## src/rtl/rename_alloc_ctrl_if.sv

```systemverilog
// Rename-stage allocation bundle: rename bundle in, freelist pull/return, allocation result out.
interface rename_alloc_ctrl_if #(
  parameter int unsigned PREG_W = 6
);
  logic              flush;
  logic              in_valid;
  logic              in_ready;
  logic [1:0]        in_need;
  logic [PREG_W:0]   fl_num_free;
  logic [1:0]        fl_num_pull;
  logic [PREG_W-1:0] fl_preg1;
  logic [PREG_W-1:0] fl_preg2;
  logic              out_valid;
  logic              out_ready;
  logic [1:0]        out_pvalid;
  logic [PREG_W-1:0] out_preg0;
  logic [PREG_W-1:0] out_preg1;

  // Drives the bundle (rename stage, freelist and downstream side).
  modport master (
    output flush, in_valid, in_need, fl_num_free, fl_preg1, fl_preg2, out_ready,
    input  in_ready, fl_num_pull, out_valid, out_pvalid, out_preg0, out_preg1
  );

  // The allocation controller.
  modport slave (
    input  flush, in_valid, in_need, fl_num_free, fl_preg1, fl_preg2, out_ready,
    output in_ready, fl_num_pull, out_valid, out_pvalid, out_preg0, out_preg1
  );
endinterface

```

## src/rtl/rename_alloc_ctrl.sv

```systemverilog
// Physical-register allocation sequencer for the 2-wide rename stage.
// Accepts a bundle, pulls 0..2 pregs from the freelist, captures and steers them
// to the uop slots one cycle later, then holds the result until downstream takes it.
// Optional feature macro: RENAME_ALLOC_STATS_EN adds stall_cycles / pregs_allocated counters.
module rename_alloc_ctrl #(
  parameter int unsigned NUM_PREGS = 64,
  parameter int unsigned PREG_W    = $clog2(NUM_PREGS)
) (
  input  logic               clk,
  input  logic               reset,
  rename_alloc_ctrl_if.slave bus
`ifdef RENAME_ALLOC_STATS_EN
  ,
  output logic [31:0]        stall_cycles,
  output logic [31:0]        pregs_allocated
`endif
);

  typedef enum logic [1:0] {StIdle, StPend, StHold} state_e;

  state_e            state_q, state_d;
  logic [1:0]        need_q, need_d;
  logic              out_valid_q, out_valid_d;
  logic [1:0]        pvalid_q, pvalid_d;
  logic [PREG_W-1:0] preg0_q, preg0_d;
  logic [PREG_W-1:0] preg1_q, preg1_d;

  logic [1:0]        need_cnt;
  logic [PREG_W:0]   need_ext;
  logic [PREG_W:0]   pull_ext;
  logic              enough;
  logic              in_ready;
  logic              accept;
  logic [1:0]        num_pull;

  // Handshake and pull count; reset gates acceptance so no pull escapes while in reset.
  always_comb begin
    need_cnt = {1'b0, bus.in_need[0]} + {1'b0, bus.in_need[1]};
    need_ext = (PREG_W + 1)'(need_cnt);
    enough   = (bus.fl_num_free >= need_ext);
    in_ready = !reset && !bus.flush && enough &&
               ((state_q == StIdle) || ((state_q == StHold) && bus.out_ready));
    accept   = bus.in_valid && in_ready;
    num_pull = accept ? need_cnt : 2'd0;
    pull_ext = (PREG_W + 1)'(num_pull);
  end

  assign bus.in_ready    = in_ready;
  assign bus.fl_num_pull = num_pull;
  assign bus.out_valid   = out_valid_q;
  assign bus.out_pvalid  = pvalid_q;
  assign bus.out_preg0   = preg0_q;
  assign bus.out_preg1   = preg1_q;

  // Next-state: accept into PEND, steer freelist outputs in PEND, hand off from HOLD.
  always_comb begin
    state_d     = state_q;
    need_d      = need_q;
    out_valid_d = out_valid_q;
    pvalid_d    = pvalid_q;
    preg0_d     = preg0_q;
    preg1_d     = preg1_q;
    if (bus.flush) begin
      // Freelist outputs of a flushed PEND cycle are dropped; recovery reclaims them.
      state_d     = StIdle;
      out_valid_d = 1'b0;
      pvalid_d    = 2'b00;
    end else begin
      unique case (state_q)
        StIdle: begin
          if (accept) begin
            state_d = StPend;
            need_d  = bus.in_need;
          end
        end
        StPend: begin
          state_d     = StHold;
          out_valid_d = 1'b1;
          pvalid_d    = need_q;
          // A single pull always lands on fl_preg1, whichever slot asked for it.
          case (need_q)
            2'b01:   preg0_d = bus.fl_preg1;
            2'b10:   preg1_d = bus.fl_preg1;
            2'b11: begin
              preg0_d = bus.fl_preg1;
              preg1_d = bus.fl_preg2;
            end
            default: ;
          endcase
        end
        StHold: begin
          if (bus.out_ready) begin
            out_valid_d = 1'b0;
            if (accept) begin
              state_d = StPend;
              need_d  = bus.in_need;
            end else begin
              state_d = StIdle;
            end
          end
        end
        default: state_d = StIdle;
      endcase
    end
  end

  // FSM and registered outputs.
  always_ff @(posedge clk or posedge reset) begin
    if (reset) begin
      state_q     <= StIdle;
      need_q      <= 2'b00;
      out_valid_q <= 1'b0;
      pvalid_q    <= 2'b00;
      preg0_q     <= '0;
      preg1_q     <= '0;
    end else begin
      state_q     <= state_d;
      need_q      <= need_d;
      out_valid_q <= out_valid_d;
      pvalid_q    <= pvalid_d;
      preg0_q     <= preg0_d;
      preg1_q     <= preg1_d;
    end
  end

`ifdef RENAME_ALLOC_STATS_EN
  logic [31:0] stall_q, stall_d;
  logic [31:0] alloc_q, alloc_d;
  logic [32:0] alloc_sum;

  // Saturating counters; flush deliberately does not clear them.
  always_comb begin
    stall_d = stall_q;
    if (bus.in_valid && !enough && !bus.flush && (state_q != StPend) && (stall_q != '1)) begin
      stall_d = stall_q + 32'd1;
    end
    alloc_sum = {1'b0, alloc_q} + 33'(num_pull);
    alloc_d   = alloc_sum[32] ? '1 : alloc_sum[31:0];
  end

  // Statistics registers.
  always_ff @(posedge clk or posedge reset) begin
    if (reset) begin
      stall_q <= '0;
      alloc_q <= '0;
    end else begin
      stall_q <= stall_d;
      alloc_q <= alloc_d;
    end
  end

  assign stall_cycles    = stall_q;
  assign pregs_allocated = alloc_q;
`endif

  // Never pull more than the freelist holds, and the free count never exceeds the pool.
  assert property (@(posedge clk) disable iff (reset) (pull_ext <= bus.fl_num_free))
    else $error("fl_num_pull exceeds fl_num_free");
  assert property (@(posedge clk) disable iff (reset)
                   (32'(bus.fl_num_free) <= NUM_PREGS))
    else $error("fl_num_free exceeds NUM_PREGS");

endmodule

```

## src/flat_wrapper.sv

```systemverilog
// flat-port wrapper written by rule: the top's interface ports become plain ports
module rename_alloc_ctrl_flat 
#(
  parameter int unsigned NUM_PREGS = 64,
  parameter int unsigned PREG_W    = $clog2(NUM_PREGS)
)
  (clk, reset, bus_flush, bus_in_valid, bus_in_need, bus_fl_num_free, bus_fl_preg1, bus_fl_preg2, bus_out_ready, bus_in_ready, bus_fl_num_pull, bus_out_valid, bus_out_pvalid, bus_out_preg0, bus_out_preg1);
  rename_alloc_ctrl_if #(.PREG_W(PREG_W)) bus_i ();
  input  logic clk;
  input  logic reset;
  input wire logic [$bits(bus_i.flush)-1:0] bus_flush;
  input wire logic [$bits(bus_i.in_valid)-1:0] bus_in_valid;
  input wire logic [$bits(bus_i.in_need)-1:0] bus_in_need;
  input wire logic [$bits(bus_i.fl_num_free)-1:0] bus_fl_num_free;
  input wire logic [$bits(bus_i.fl_preg1)-1:0] bus_fl_preg1;
  input wire logic [$bits(bus_i.fl_preg2)-1:0] bus_fl_preg2;
  input wire logic [$bits(bus_i.out_ready)-1:0] bus_out_ready;
  output wire logic [$bits(bus_i.in_ready)-1:0] bus_in_ready;
  output wire logic [$bits(bus_i.fl_num_pull)-1:0] bus_fl_num_pull;
  output wire logic [$bits(bus_i.out_valid)-1:0] bus_out_valid;
  output wire logic [$bits(bus_i.out_pvalid)-1:0] bus_out_pvalid;
  output wire logic [$bits(bus_i.out_preg0)-1:0] bus_out_preg0;
  output wire logic [$bits(bus_i.out_preg1)-1:0] bus_out_preg1;
  assign bus_i.flush = bus_flush;
  assign bus_i.in_valid = bus_in_valid;
  assign bus_i.in_need = bus_in_need;
  assign bus_i.fl_num_free = bus_fl_num_free;
  assign bus_i.fl_preg1 = bus_fl_preg1;
  assign bus_i.fl_preg2 = bus_fl_preg2;
  assign bus_i.out_ready = bus_out_ready;
  assign bus_in_ready = bus_i.in_ready;
  assign bus_fl_num_pull = bus_i.fl_num_pull;
  assign bus_out_valid = bus_i.out_valid;
  assign bus_out_pvalid = bus_i.out_pvalid;
  assign bus_out_preg0 = bus_i.out_preg0;
  assign bus_out_preg1 = bus_i.out_preg1;
  rename_alloc_ctrl #(.NUM_PREGS(NUM_PREGS), .PREG_W(PREG_W)) u_core (.clk(clk), .reset(reset), .bus(bus_i));
endmodule
```

## config.mk

```make
export PLATFORM = sky130hd
export DESIGN_NAME = rename_alloc_ctrl_flat
export DESIGN_NICKNAME = d
export VERILOG_FILES = /design/src/rtl/rename_alloc_ctrl_if.sv /design/src/rtl/rename_alloc_ctrl.sv /design/src/flat_wrapper.sv
export SDC_FILE = /design/constraint.sdc
export NUM_CORES = 1
export LEC_CHECK = 0
export CORE_MARGIN = 1.5
export CORE_UTILIZATION = 36
export CTS_CLUSTER_DIAMETER = 100
export DETAILED_ROUTE_END_ITERATION = 12
export PLACE_DENSITY = 0.72
export SETUP_SLACK_MARGIN = 0.1
export SLEW_MARGIN = 15
export SYNTH_ARGS = -nofsm -noshare
export SYNTH_HDL_FRONTEND = slang
export SYNTH_SLANG_ARGS = --single-unit
```

## constraint.sdc

```tcl
create_clock -name clk -period 2.3 [get_ports clk]
set_input_delay 0.46 -clock clk [delete_from_list [all_inputs] [get_ports clk]]
set_output_delay 0.46 -clock clk [all_outputs]
set_load 0.1 [all_outputs]
```

* Word-level counts from Yosys, hierarchy flattened
Cells that the tools add are included.
** Operators by class
- Add/subtract/negate cells :: 1
- Reductions and logical operators :: 19
- $lt $le $gt $ge :: 1
- Eq/ne operators :: 8
- Multiplexer cells :: 15
- Bitwise logic cells :: 1
** Operators by type and width (count)
- $mux W2 :: 8
- $pmux W6 S2 :: 1
- $reduce_and A3 Y1 :: 3
- $ge A7 B2 Y1 :: 1
- $eq A2 B2 Y1 const B :: 3
- $pmux W2 S3 :: 1
- $reduce_bool A2 Y1 :: 3
- $logic_and A1 B1 Y1 :: 5
- $eq A2 B1 Y1 const B :: 2
- $pmux W2 S2 :: 1
- $reduce_and A2 Y1 :: 2
- $mux W1 :: 3
- $ne A3 B2 Y1 const B :: 1
- $ne A3 B3 Y1 const B :: 1
- $reduce_bool A3 Y1 :: 1
- $add A1 B1 Y2 :: 1
- $logic_not A1 Y1 :: 2
- $logic_not A2 Y1 :: 1
- $ne A2 B2 Y1 const B :: 1
- $pmux W1 S2 :: 1
- $reduce_or A2 Y1 :: 1
- $logic_or A1 B1 Y1 :: 1
- $not A1 Y1 :: 1
** Storage, ports and cells
- Bits in registers :: 19
- Output and inout port bits :: 18
- Word-level logic and storage cells :: 51
- Input bits :: 26

* Logic depth before layout (Yosys ltp)
Gate-level depths: netlist (run 1).
- Depth after elaboration :: 9
- Mapped depth :: 6
- Gate-level depth less buffers :: 6

* Worst setup path before layout (run 1)
Ideal clock, no wire load.
- Path kind :: input to output
- From :: input bus_in_need[0]
- To :: output bus_in_ready
- Required time :: 1.840 ns
- Path slack :: -1.462 ns
- Buffers on the path :: 0
- Arrival :: 3.303 ns
- Stages on the path :: 5
- Cell sequence :: ha_1 ha_1 nand2b_1 a2111oi_4 nor3_1
** On the way
- Longest elaborated chain between the ends :: 4
** Ends and longest elaborated chain
- start: declaration :: line flat_wrapper.sv:13 : input wire logic [$bits(bus_i.in_need)-1:0] bus_in_need;
- $add A1 B1 Y2 :: line rename_alloc_ctrl.sv:38 : need_cnt = {1'b0, bus.in_need[0]} + {1'b0, bus.in_need[1]};
- $ge A7 B2 Y1 :: line rename_alloc_ctrl.sv:40 : enough = (bus.fl_num_free >= need_ext);
- $logic_and A1 B1 Y1 (2 in series) :: line rename_alloc_ctrl.sv:41 : in_ready = !reset && !bus.flush && enough &&
- end: declaration :: line flat_wrapper.sv:18 : output wire logic [$bits(bus_i.in_ready)-1:0] bus_in_ready;
No other way between the ends.

* Final worst setup path (run 1)
- From :: input bus_fl_num_free[5]
- To :: output bus_fl_num_pull[1]
** On the way
- Longest elaborated chain between the ends :: 5
** Ends and longest elaborated chain
- start: declaration :: line flat_wrapper.sv:14 : input wire logic [$bits(bus_i.fl_num_free)-1:0] bus_fl_num_free;
- $ge A7 B2 Y1 :: line rename_alloc_ctrl.sv:40
- $logic_and A1 B1 Y1 (2 in series) :: line rename_alloc_ctrl.sv:41
- $logic_and A1 B1 Y1 :: line rename_alloc_ctrl.sv:43 : accept = bus.in_valid && in_ready;
- $mux W2 :: line rename_alloc_ctrl.sv:44 : num_pull = accept ? need_cnt : 2'd0;
- end: declaration :: line flat_wrapper.sv:19 : output wire logic [$bits(bus_i.fl_num_pull)-1:0] bus_fl_num_pull;
No other way between the ends.

==> results of run 1 <==
-- power groups by stage --
stage | Sequential [mW] | Clock [mW] | Combinational, mW
3_5_place_dp | 0.497 | 0 | 1.07
4_1_cts | 0.491 | 0.173 | 1.07
3_3_place_gp | 0.492 | 0 | 1.06
2_1_floorplan | 1.13 | 0 | 0.173
6_report | 0.490 | 0.164 | 1.06
5_1_grt | 0.501 | 0.187 | 1.10
-- timing repair --
item,CTS,global route
gates resized for setup,23,6
pin swaps,7,6
hold buffers,0,0
setup buffers,2,2
endpoints found under the setup margin,5,3
-- cells in the final DEF, fill, tap and decap left out, types with 2 or more instances in the layout --
cell	Yosys	routed
clkbuf_2	0	2
clkdlybuf4s50_1	0	17
buf_4	0	26
inv_1	3	2
a21oi_1	7	7
nand2b_1	3	2
and2_4	0	2
ha_4	0	3
buf_8	0	2
mux2_4	2	2
buf_12	0	3
clkbuf_4	0	3
nand2_1	3	3
mux2_2	6	6
mux2i_1	8	8
nor2_1	10	10
dfrtp_1	19	19
-- worst register-to-register path, delay by kind of cell (launching register included) --
family / cells / cell delay [ns]
simple gates: 3 / 0.55
buf+inv: 3 / 0.37
mux: 1 / 0.29
flops: 1 / 0.42
-- stage by stage --
stage               hold WS, ns  util, %  instance area (sq um)
detailed placement        0.500     60.5                   1490
floorplan                 0.411        -                    983
finish                    0.501     63.2                   1550
global placement          0.496     60.5                   1490
global route              0.488     63.2                   1550
CTS                       0.483     62.2                   1530
-- registers in the layout, indices dropped and copies added, names as in the netlist --
signal / cells
u_core.bus.out_preg1: 6
u_core.need_q: 2
u_core.bus.out_valid: 1
u_core.state_q: 2
u_core.bus.out_pvalid: 2
u_core.bus.out_preg0: 6
-- cells in the mapped netlist --
cell type | number | area [sq um]
nor3b_1 | 1 | 7.51
a2111oi_4 | 1 | 27.5
dfrtp_1 | 19 | 475
nand2b_1 | 3 | 18.8
nor3b_2 | 1 | 12.5
nand2_1 | 3 | 11.3
nor2b_1 | 1 | 6.26
inv_1 | 3 | 11.3
clkbuf_1 | 3 | 11.3
and2_1 | 2 | 12.5
nor4b_2 | 1 | 15.0
mux2_2 | 6 | 67.6
a21oi_1 | 7 | 35.0
o21a_1 | 1 | 7.51
nor3_1 | 2 | 10.0
mux2_4 | 2 | 30.0
ha_1 | 3 | 37.5
or4_4 | 1 | 11.3
mux2i_1 | 8 | 80.1
nor2_1 | 10 | 37.5
-- per-layer routing --
| layer | vias to the layer above | GRT usage (%) | share of wire (%) |
|---|---|---|---|
| li1 | 381 | - | - |
| met1 | 369 | 17.9 | 40 |
| met2 | 35 | 30.7 | 51 |
| met3 | 2 | 3.61 | 8.5 |
| met4 | 0 | 3.85 | 0.74 |
| met5 | - | 0 | 0 |
-- cell type report --
cell class                      count  area, sq um
Timing Repair Buffer               54          502
Multi-Input combinational cell     53          498
Sequential cell                    19          475
Inverter                            3         11.3
Fill cell                         213          903
Clock inverter                      1         5.00
Tap cell                           30         37.5
Clock buffer                        3         22.5
-- how the worst min path moves through the flow --
stage	to	slack, ns	depth (start not counted)
5_1_grt	u_core.need_q[0]$_DFFE_PP0P_	0.49	3
4_1_cts	u_core.need_q[1]$_DFFE_PP0P_	0.48	3
3_3_place_gp	u_core.bus.out_preg0[3]$_DFFE_PP0P_	0.50	1
2_1_floorplan	u_core.bus.out_preg0[0]$_DFFE_PP0P_	0.41	1
3_5_place_dp	u_core.bus.out_preg0[3]$_DFFE_PP0P_	0.50	1
6_report	u_core.need_q[0]$_DFFE_PP0P_	0.50	3
-- cells by family after synthesis --
kind of cell	after synthesis	synth area share [%]
DFF	19	51.4
and+or+nand+nor	25	15.4
muxes	16	19.2
buffers and inverters	6	2.43
AOI/OAI and AO/OA	9	7.57
adders and majority gates	3	4.05
==> flow_summary.toml, run 1 <==
[power]
power_frac_seq_pct = 28.5
p_per_area_nw_per_um2 = 1110
swShare_pct = 55.9
p_int_uw = 758
vdd_drop_max_v = 0.00100
combPwrFrac_pct = 61.9
total_power_mw = 1.72
leakage_nw = 0.746
p_clk_share_pct = 9.5
netSwitchingPower_uw = 960

[setup_path]
end_kind = "output port"
path_cells = "buf_2 > or4_4 > a2111oi_4 > nor4b_4 > and2_4 > buf_12"
startpoint_type = "input port"
crit_type = "in2out"
crit_end = "bus_fl_num_pull[1]"
ff2ff_setup_slack_ns = 0.56
reg2reg_to = "u_core.need_q[0]$_DFFE_PP0P_"
cp_num_cells = 6
critPathRequiredTime_ns = 1.84
crit_family = "simple AND/OR/NAND/NOR gates"
timing.critical_path.from = "bus_fl_num_free[5]"
reg2reg_depth = 7
cp_max_fo = 3
max_stage_delay_ns = 0.55
cp_data_arrival_time_ns = 1.95
path_buf_inv = 2
r2r_start = "u_core.state_q[1]$_DFFE_PP0P_"
cpMaxStageDelayCell = "or4_4"

[clocking]
path_clk_slew_ns = 0.09
cts_root_buffer = "clkbuf_4"
clockBufferDepth = 2
numCtsBuffers = 3
cts.sinks = 19
htree_levels = 1
cts_tree = "yes"
clock_latency_ns = 0.30

[yosys]
synth.avg_cell_area_sq_um = 11.9
synth-seq-cells = 19
ys_types = 20
yosysWarningCount = 0
synth_cells = 78
ys_seq_area_share_pct = 51.4
syn_nets = 107
netlist_area_sq_um = 926

[timing]
tns_ns = -0.282
fin_ws_ns = -0.110
max_freq_ghz = 0.415
period_minus_slack_ns = 2.41
setup-violations-final = 3
rsz0062_at_grt = "true"
final_max_slew_viol_count = 0
skew_ns = 0.0140
relSlewSlack_pct = 53.6
hold_viol_final = 0
finalCritPeriodShare_pct = 105
worst_pin_slew_ns = 0.695

[floorplanning]
dieHeight_um = 53.7
rows = 18
start_util_pct = 37.7
die-area_sq_um = 2890
core_sq_um = 2450
dieWidth_um = 53.7
io_pins = 44

[status]
status = "finished, violations left"
failed_checks = "negative setup slack"

[global_route]
track_usage_pct = 16.1
grt_pass1_vias = 828
grt_max_degree = 20
grt_pass1_wl_um = 3390
grt_overflow = 0
antenna_found_initial = 0

[routing]
routed_via_density = 4.83
wl_um = 2160
drt_iter0_markers = 3
vias = 787
wl_per_cell_um = 13.2
remaining_drc_errors = 0
firstDrtPassIters = 2
drtAntennaViolNets = 0

[placed_design]
hpwl_um = 1680
numPortBuffers = 43
dp_cells = 155
gp_congestion = 0.665
post-place-ws_ns = -0.565

[layout]
drive_gt1_share_pct = 43.6
area_growth_pct = 67.6
antennaDiodeCount = 0
fin_cells = 163
final_nets = 163

[hold_path]
hp-start = "bus_in_need[0]"
hold_class = "in2reg"

[job]
drv_cap = 0
No activity file was read; power rests on OpenSTA's default activity.
==> run 2: changes to the inputs <==
--- a/config.mk
+++ b/config.mk
@@ -5,11 +5,13 @@
 export SDC_FILE = /design/constraint.sdc
 export NUM_CORES = 1
 export LEC_CHECK = 0
-export CORE_MARGIN = 1.5
+export ABC_AREA = 1
+export CAP_MARGIN = 10
+export CORE_MARGIN = 1
 export CORE_UTILIZATION = 36
 export CTS_CLUSTER_DIAMETER = 100
 export DETAILED_ROUTE_END_ITERATION = 12
-export PLACE_DENSITY = 0.72
+export PLACE_DENSITY = 0.71
 export SETUP_SLACK_MARGIN = 0.1
 export SLEW_MARGIN = 15
 export SYNTH_ARGS = -nofsm -noshare
==> flow_summary.toml, run 2 <==
[status]
status = "finished, final reports clean"

[placed_design]
post-place-ws_ns = -0.282
gp_congestion = 0.713
numPortBuffers = 43
placed_area_sq_um = 1470
dp_cells = 186
hpwl_um = 1810

[routing]
routed_via_density = 4.96
wl_um = 2350
firstDrtPassIters = 4
wl_per_cell_um = 12.2
vias = 953
drtAntennaViolNets = 0
drt_iter0_markers = 12
remaining_drc_errors = 0

[layout]
fin_util_pct = 60.7
multi_input_area_sq_um = 437
antennaDiodeCount = 0
seqCellArea_sq_um = 475
fin_cells = 192
final_area_sq_um = 1500
mostFrequentLayoutCells = "nand2_1, buf_4, clkdlybuf4s50_1, dfrtp_1, inv_1"
drive_gt1_share_pct = 28.4
final_nets = 192
area_growth_pct = 59.3
n_fill_cell = 228

[yosys]
synth-edff-count = 0
yosysWarningCount = 0
ys_async_sr_fraction_pct = 100
ys_types = 22
synth.avg_cell_area_sq_um = 8.42
synth_top_cell_by_area = "dfrtp_1"
synth_common_cells = "nand2_1, dfrtp_1, inv_1"
syn_nets = 141
netlist_area_sq_um = 943
synthFlopType = "dfrtp_1"
synth_top_cell_area_share_pct = 50.4
synth.most_common_cell = "nand2_1"
synth_cells = 112
ys_seq_area_share_pct = 50.4
yosys-top-cells-area = "dfrtp_1, nand2_1, inv_1"
synth-seq-cells = 19

[clocking]
htree_levels = 1
cts_root_buffer = "clkbuf_4"
numCtsBuffers = 3
clock_latency_ns = 0.29
cts.sinks = 19
clockBufferDepth = 2
cts_tree = "yes"
path_clk_slew_ns = 0.10

[timing]
setup-violations-final = 0
final_max_slew_viol_count = 0
relSlewSlack_pct = 65.8
hold_viol_final = 0
tns_ns = 0
max_freq_ghz = 0.465
rsz0062_at_grt = "false"
finalCritPeriodShare_pct = 93.4
holdWs_ns = 0.471
period_minus_slack_ns = 2.15
fin_ws_ns = 0.151
skew_ns = 0.000855
worst_pin_slew_ns = 0.511

[global_route]
antenna_found_initial = 0
track_usage_pct = 17.4
grt_overflow = 0
grt_max_degree = 20
grt_pass1_wl_um = 3520
grt_pass1_vias = 914

[setup_path]
crit_type = "in2out"
cp_data_arrival_time_ns = 1.69
timing.critical_path.from = "bus_fl_num_free[5]"
r2r_start = "u_core.state_q[1]$_DFFE_PP0P_"
cp_max_fo = 3
critPathRequiredTime_ns = 1.84
path_cells = "clkdlybuf4s50_1 > or2_2 > nor2_1 > nand2_2 > and2_4 > buf_12"
path_buf_inv = 2
cpMaxStageDelayCell = "clkdlybuf4s50_1"
end_kind = "output port"
startpoint_type = "input port"
max_stage_delay_ns = 0.39
crit_family = "simple AND/OR/NAND/NOR gates"

[power]
vdd_drop_max_v = 0.000830
total_power_mw = 1.59
leakage_nw = 0.722
power_frac_seq_pct = 30.1
p_per_area_nw_per_um2 = 1060
p_int_uw = 699
swShare_pct = 55.9
netSwitchingPower_uw = 888
p_clk_share_pct = 10.4
combPwrFrac_pct = 59.5

[job]
drv_cap = 0

[floorplanning]
die-area_sq_um = 2830
rows = 18
core_sq_um = 2480
start_util_pct = 38.1
io_pins = 44
dieHeight_um = 53.2
dieWidth_um = 53.2

[hold_path]
hp-start = "bus_in_need[0]"
hold_class = "in2reg"
==> run 2: kinds of logic (layout without fill, tap and decap cells) <==
group / Yosys count / in the layout / share of synthesized area [%]
and+or+nand+nor: 54 / 54 / 26.5
buffers and inverters: 20 / 70 / 9.42
DFF: 19 / 19 / 50.4
AOI/OAI and AO/OA: 16 / 16 / 9.68
adders and majority gates: 3 / 3 / 3.98
==> run 2: worst min-delay path, cell delays in order <==
cell     delay, ns
buf_2         0.13
nand4_1       0.09
nand2_1       0.05
==> run 2: final timing paths <==
| kind | to | slack, ns | depth (start not counted) |
|---|---|---|---|
| max reg2reg | u_core.need_q[0]$_DFFE_PP0P_ | 0.87 | 8 |
| min reg2reg | u_core.bus.out_preg0[1]$_DFFE_PP0P_ | 0.51 | 2 |
| min | u_core.need_q[0]$_DFFE_PP0P_ | 0.47 | 3 |
| max in group asynchronous | u_core.bus.out_preg0[4]$_DFFE_PP0P_ | 1.51 | 3 |
| min in group asynchronous | u_core.bus.out_pvalid[0]$_DFFE_PP0P_ | 0.59 | 3 |
| max | bus_in_ready | 0.15 | 6 |
==> run 2: repair_timing <==
item | 4_1_cts | 5_1_grt
hold buffers | 0 | 0
cloned | 0 | 0
gates resized for setup | 13 | 2
pin swaps | 5 | 1
setup endpoints to repair | 3 | 3
setup buffers | 2 | 0
==> run 2: cell type report <==
cell class | instances | area share (%)
clock buffer | 4 | 1.75
inverter | 16 | 4.25
multi-input combinational | 73 | 29.1
sequential | 19 | 31.6
tap | 30 | 2.50
timing repair buffer | 50 | 30.8
==> run 2: routing by layer <==
metal	vias up	global-route usage (%)	share of wire [%]
met5	-	0	0
met4	0	7.02	0.38
met3	2	2.87	8.6
met2	41	35.2	51
met1	445	16.9	40
li1	465	-	-
==> run 2: power by group through the flow <==
stage | logic (mW) | clock network (mW) | registers, mW
3_5_place_dp | 0.948 | 0 | 0.486
2_1_floorplan | 0.158 | 0 | 1.05
6_report | 0.944 | 0.165 | 0.478
5_1_grt | 0.985 | 0.183 | 0.490
3_3_place_gp | 0.939 | 0 | 0.484
4_1_cts | 0.949 | 0.170 | 0.479
==> run 3: changes to the inputs <==
--- a/config.mk
+++ b/config.mk
@@ -7,9 +7,10 @@
 export LEC_CHECK = 0
 export ABC_AREA = 1
 export CAP_MARGIN = 10
-export CORE_MARGIN = 1
+export CORE_MARGIN = 2
 export CORE_UTILIZATION = 36
 export CTS_CLUSTER_DIAMETER = 100
+export CTS_CLUSTER_SIZE = 40
 export DETAILED_ROUTE_END_ITERATION = 12
 export PLACE_DENSITY = 0.71
 export SETUP_SLACK_MARGIN = 0.1
==> flow_summary.toml, run 3 (synthesized netlist as in run 2, its figures left out) <==
[global_route]
antenna_found_initial = 0
grt_max_degree = 20
grt_pass1_wl_um = 3870
track_usage_pct = 18.1
grt_pass1_vias = 927
grt_overflow = 0

[clocking]
cts.sinks = 19
htree_levels = 1
postCtsHoldBufs = 0
clock_latency_ns = 0.29
numCtsBuffers = 3
cts_root_buffer = "clkbuf_4"
clockBufferDepth = 2
path_clk_slew_ns = 0.11
cts_tree = "yes"

[placed_design]
gp_congestion = 0.640
dp_cells = 186
numPortBuffers = 43
placed_area_sq_um = 1470
hpwl_um = 1870
post-place-ws_ns = -0.286

[setup_path]
cpMaxStageDelayCell = "ha_4"
max_stage_delay_ns = 0.25
end_kind = "output port"
crit_family = "adder cells"
critPathRequiredTime_ns = 1.84
crit_type = "in2out"
startpoint_type = "input port"
cp_data_arrival_time_ns = 1.67
path_cells = "buf_2 > ha_4 > ha_4 > o21ai_1 > nand2_2 > nand3_4 > nor2_4 > buf_12"
cp_max_fo = 3
path_buf_inv = 2
path_common_cell = "ha_4"

[timing]
worst_pin_slew_ns = 0.496
skew_ns = 0.00668
max_freq_ghz = 0.469
relSlewSlack_pct = 66.8
holdWs_ns = 0.273
rsz0062_at_grt = "false"
hold_viol_final = 0
period_minus_slack_ns = 2.13
fin_ws_ns = 0.168
setup-violations-final = 0
tns_ns = 0
final_max_slew_viol_count = 0
finalCritPeriodShare_pct = 92.7

[layout]
fin_util_pct = 61.8
n_fill_cell = 230
multi_input_area_sq_um = 455
final_nets = 193
area_growth_pct = 62.3
layout_commonest_cell = "buf_4"
drive_gt1_share_pct = 30.7
fin_cells = 193
seqCellArea_sq_um = 475
antennaDiodeCount = 0
final_area_sq_um = 1530
mostFrequentLayoutCells = "buf_4, nand2_1, clkdlybuf4s50_1, dfrtp_1, inv_1"

[job]
drv_cap = 0

[hold_path]
hold_class = "in2async"

[power]
vdd_drop_max_v = 0.000842
leakage_nw = 0.736
p_per_area_nw_per_um2 = 1040
total_power_mw = 1.60

[routing]
routed_via_density = 4.91
wl_um = 2410
remaining_drc_errors = 0
drt_iter0_markers = 13
drtAntennaViolNets = 0
wl_per_cell_um = 12.5
vias = 948
firstDrtPassIters = 4

[floorplanning]
dieWidth_um = 55.2
die-area_sq_um = 3050
core_sq_um = 2480
io_pins = 44
rows = 18
start_util_pct = 38.1
dieHeight_um = 55.2

[status]
status = "finished, final reports clean"
[run 3: worst paths after layout]
check | start | endpoint | slack (ns) | cells after the start
max | bus_in_need[0] | bus_fl_num_pull[0] | 0.17 | 8
min | reset | u_core.bus.out_valid$_DFFE_PP0P_ | 0.27 | 3
max reg2reg | u_core.state_q[1]$_DFFE_PP0P_ | u_core.need_q[0]$_DFFE_PP0P_ | 0.91 | 8
min reg2reg | u_core.bus.out_preg0[5]$_DFFE_PP0P_ | u_core.bus.out_preg0[5]$_DFFE_PP0P_ | 0.51 | 2
max in group asynchronous | reset | u_core.bus.out_preg1[1]$_DFFE_PP0P_ | 1.82 | 3
min in group clk | bus_in_need[0] | u_core.need_q[0]$_DFFE_PP0P_ | 0.45 | 3
[run 3: worst register-to-register path: cells and delay by family (launching register included)]
family | cells | cell delay [ns]
AND/OR/NAND/NOR | 4 | 0.38
buffers and inverters | 3 | 0.43
AO/OA/AOI/OAI | 1 | 0.09
flip-flops | 1 | 0.40
[run 3: cell type report]
type,instances,share of cell area (%)
Sequential cell,19,31.0
Inverter,16,4.17
Timing Repair Buffer,51,30.9
Multi-Input combinational cell,73,29.7
Clock buffer,4,1.72
Tap cell,30,2.45
[run 3: power by group]
group          total (mW)  switching (mW)  internal [mW]
clock network       0.168           0.100         0.0675
registers           0.481          0.0615          0.420
logic               0.950           0.736          0.214
[run 3: routing by layer]
layer / vias up / GRT usage [%] / share of wire [%]
met3: 0 / 3.23 / 9.7
li1: 469 / - / -
met4: 0 / 6.10 / 0
met1: 438 / 20.7 / 41
met2: 41 / 33.5 / 49
met5: - / 0 / 0
[run 3: timing repair]
item                                    CTS  global route
endpoints found under the setup margin    3             3
gates resized for setup                  17             3
pin swaps                                 8             1
buffers inserted                          2             1
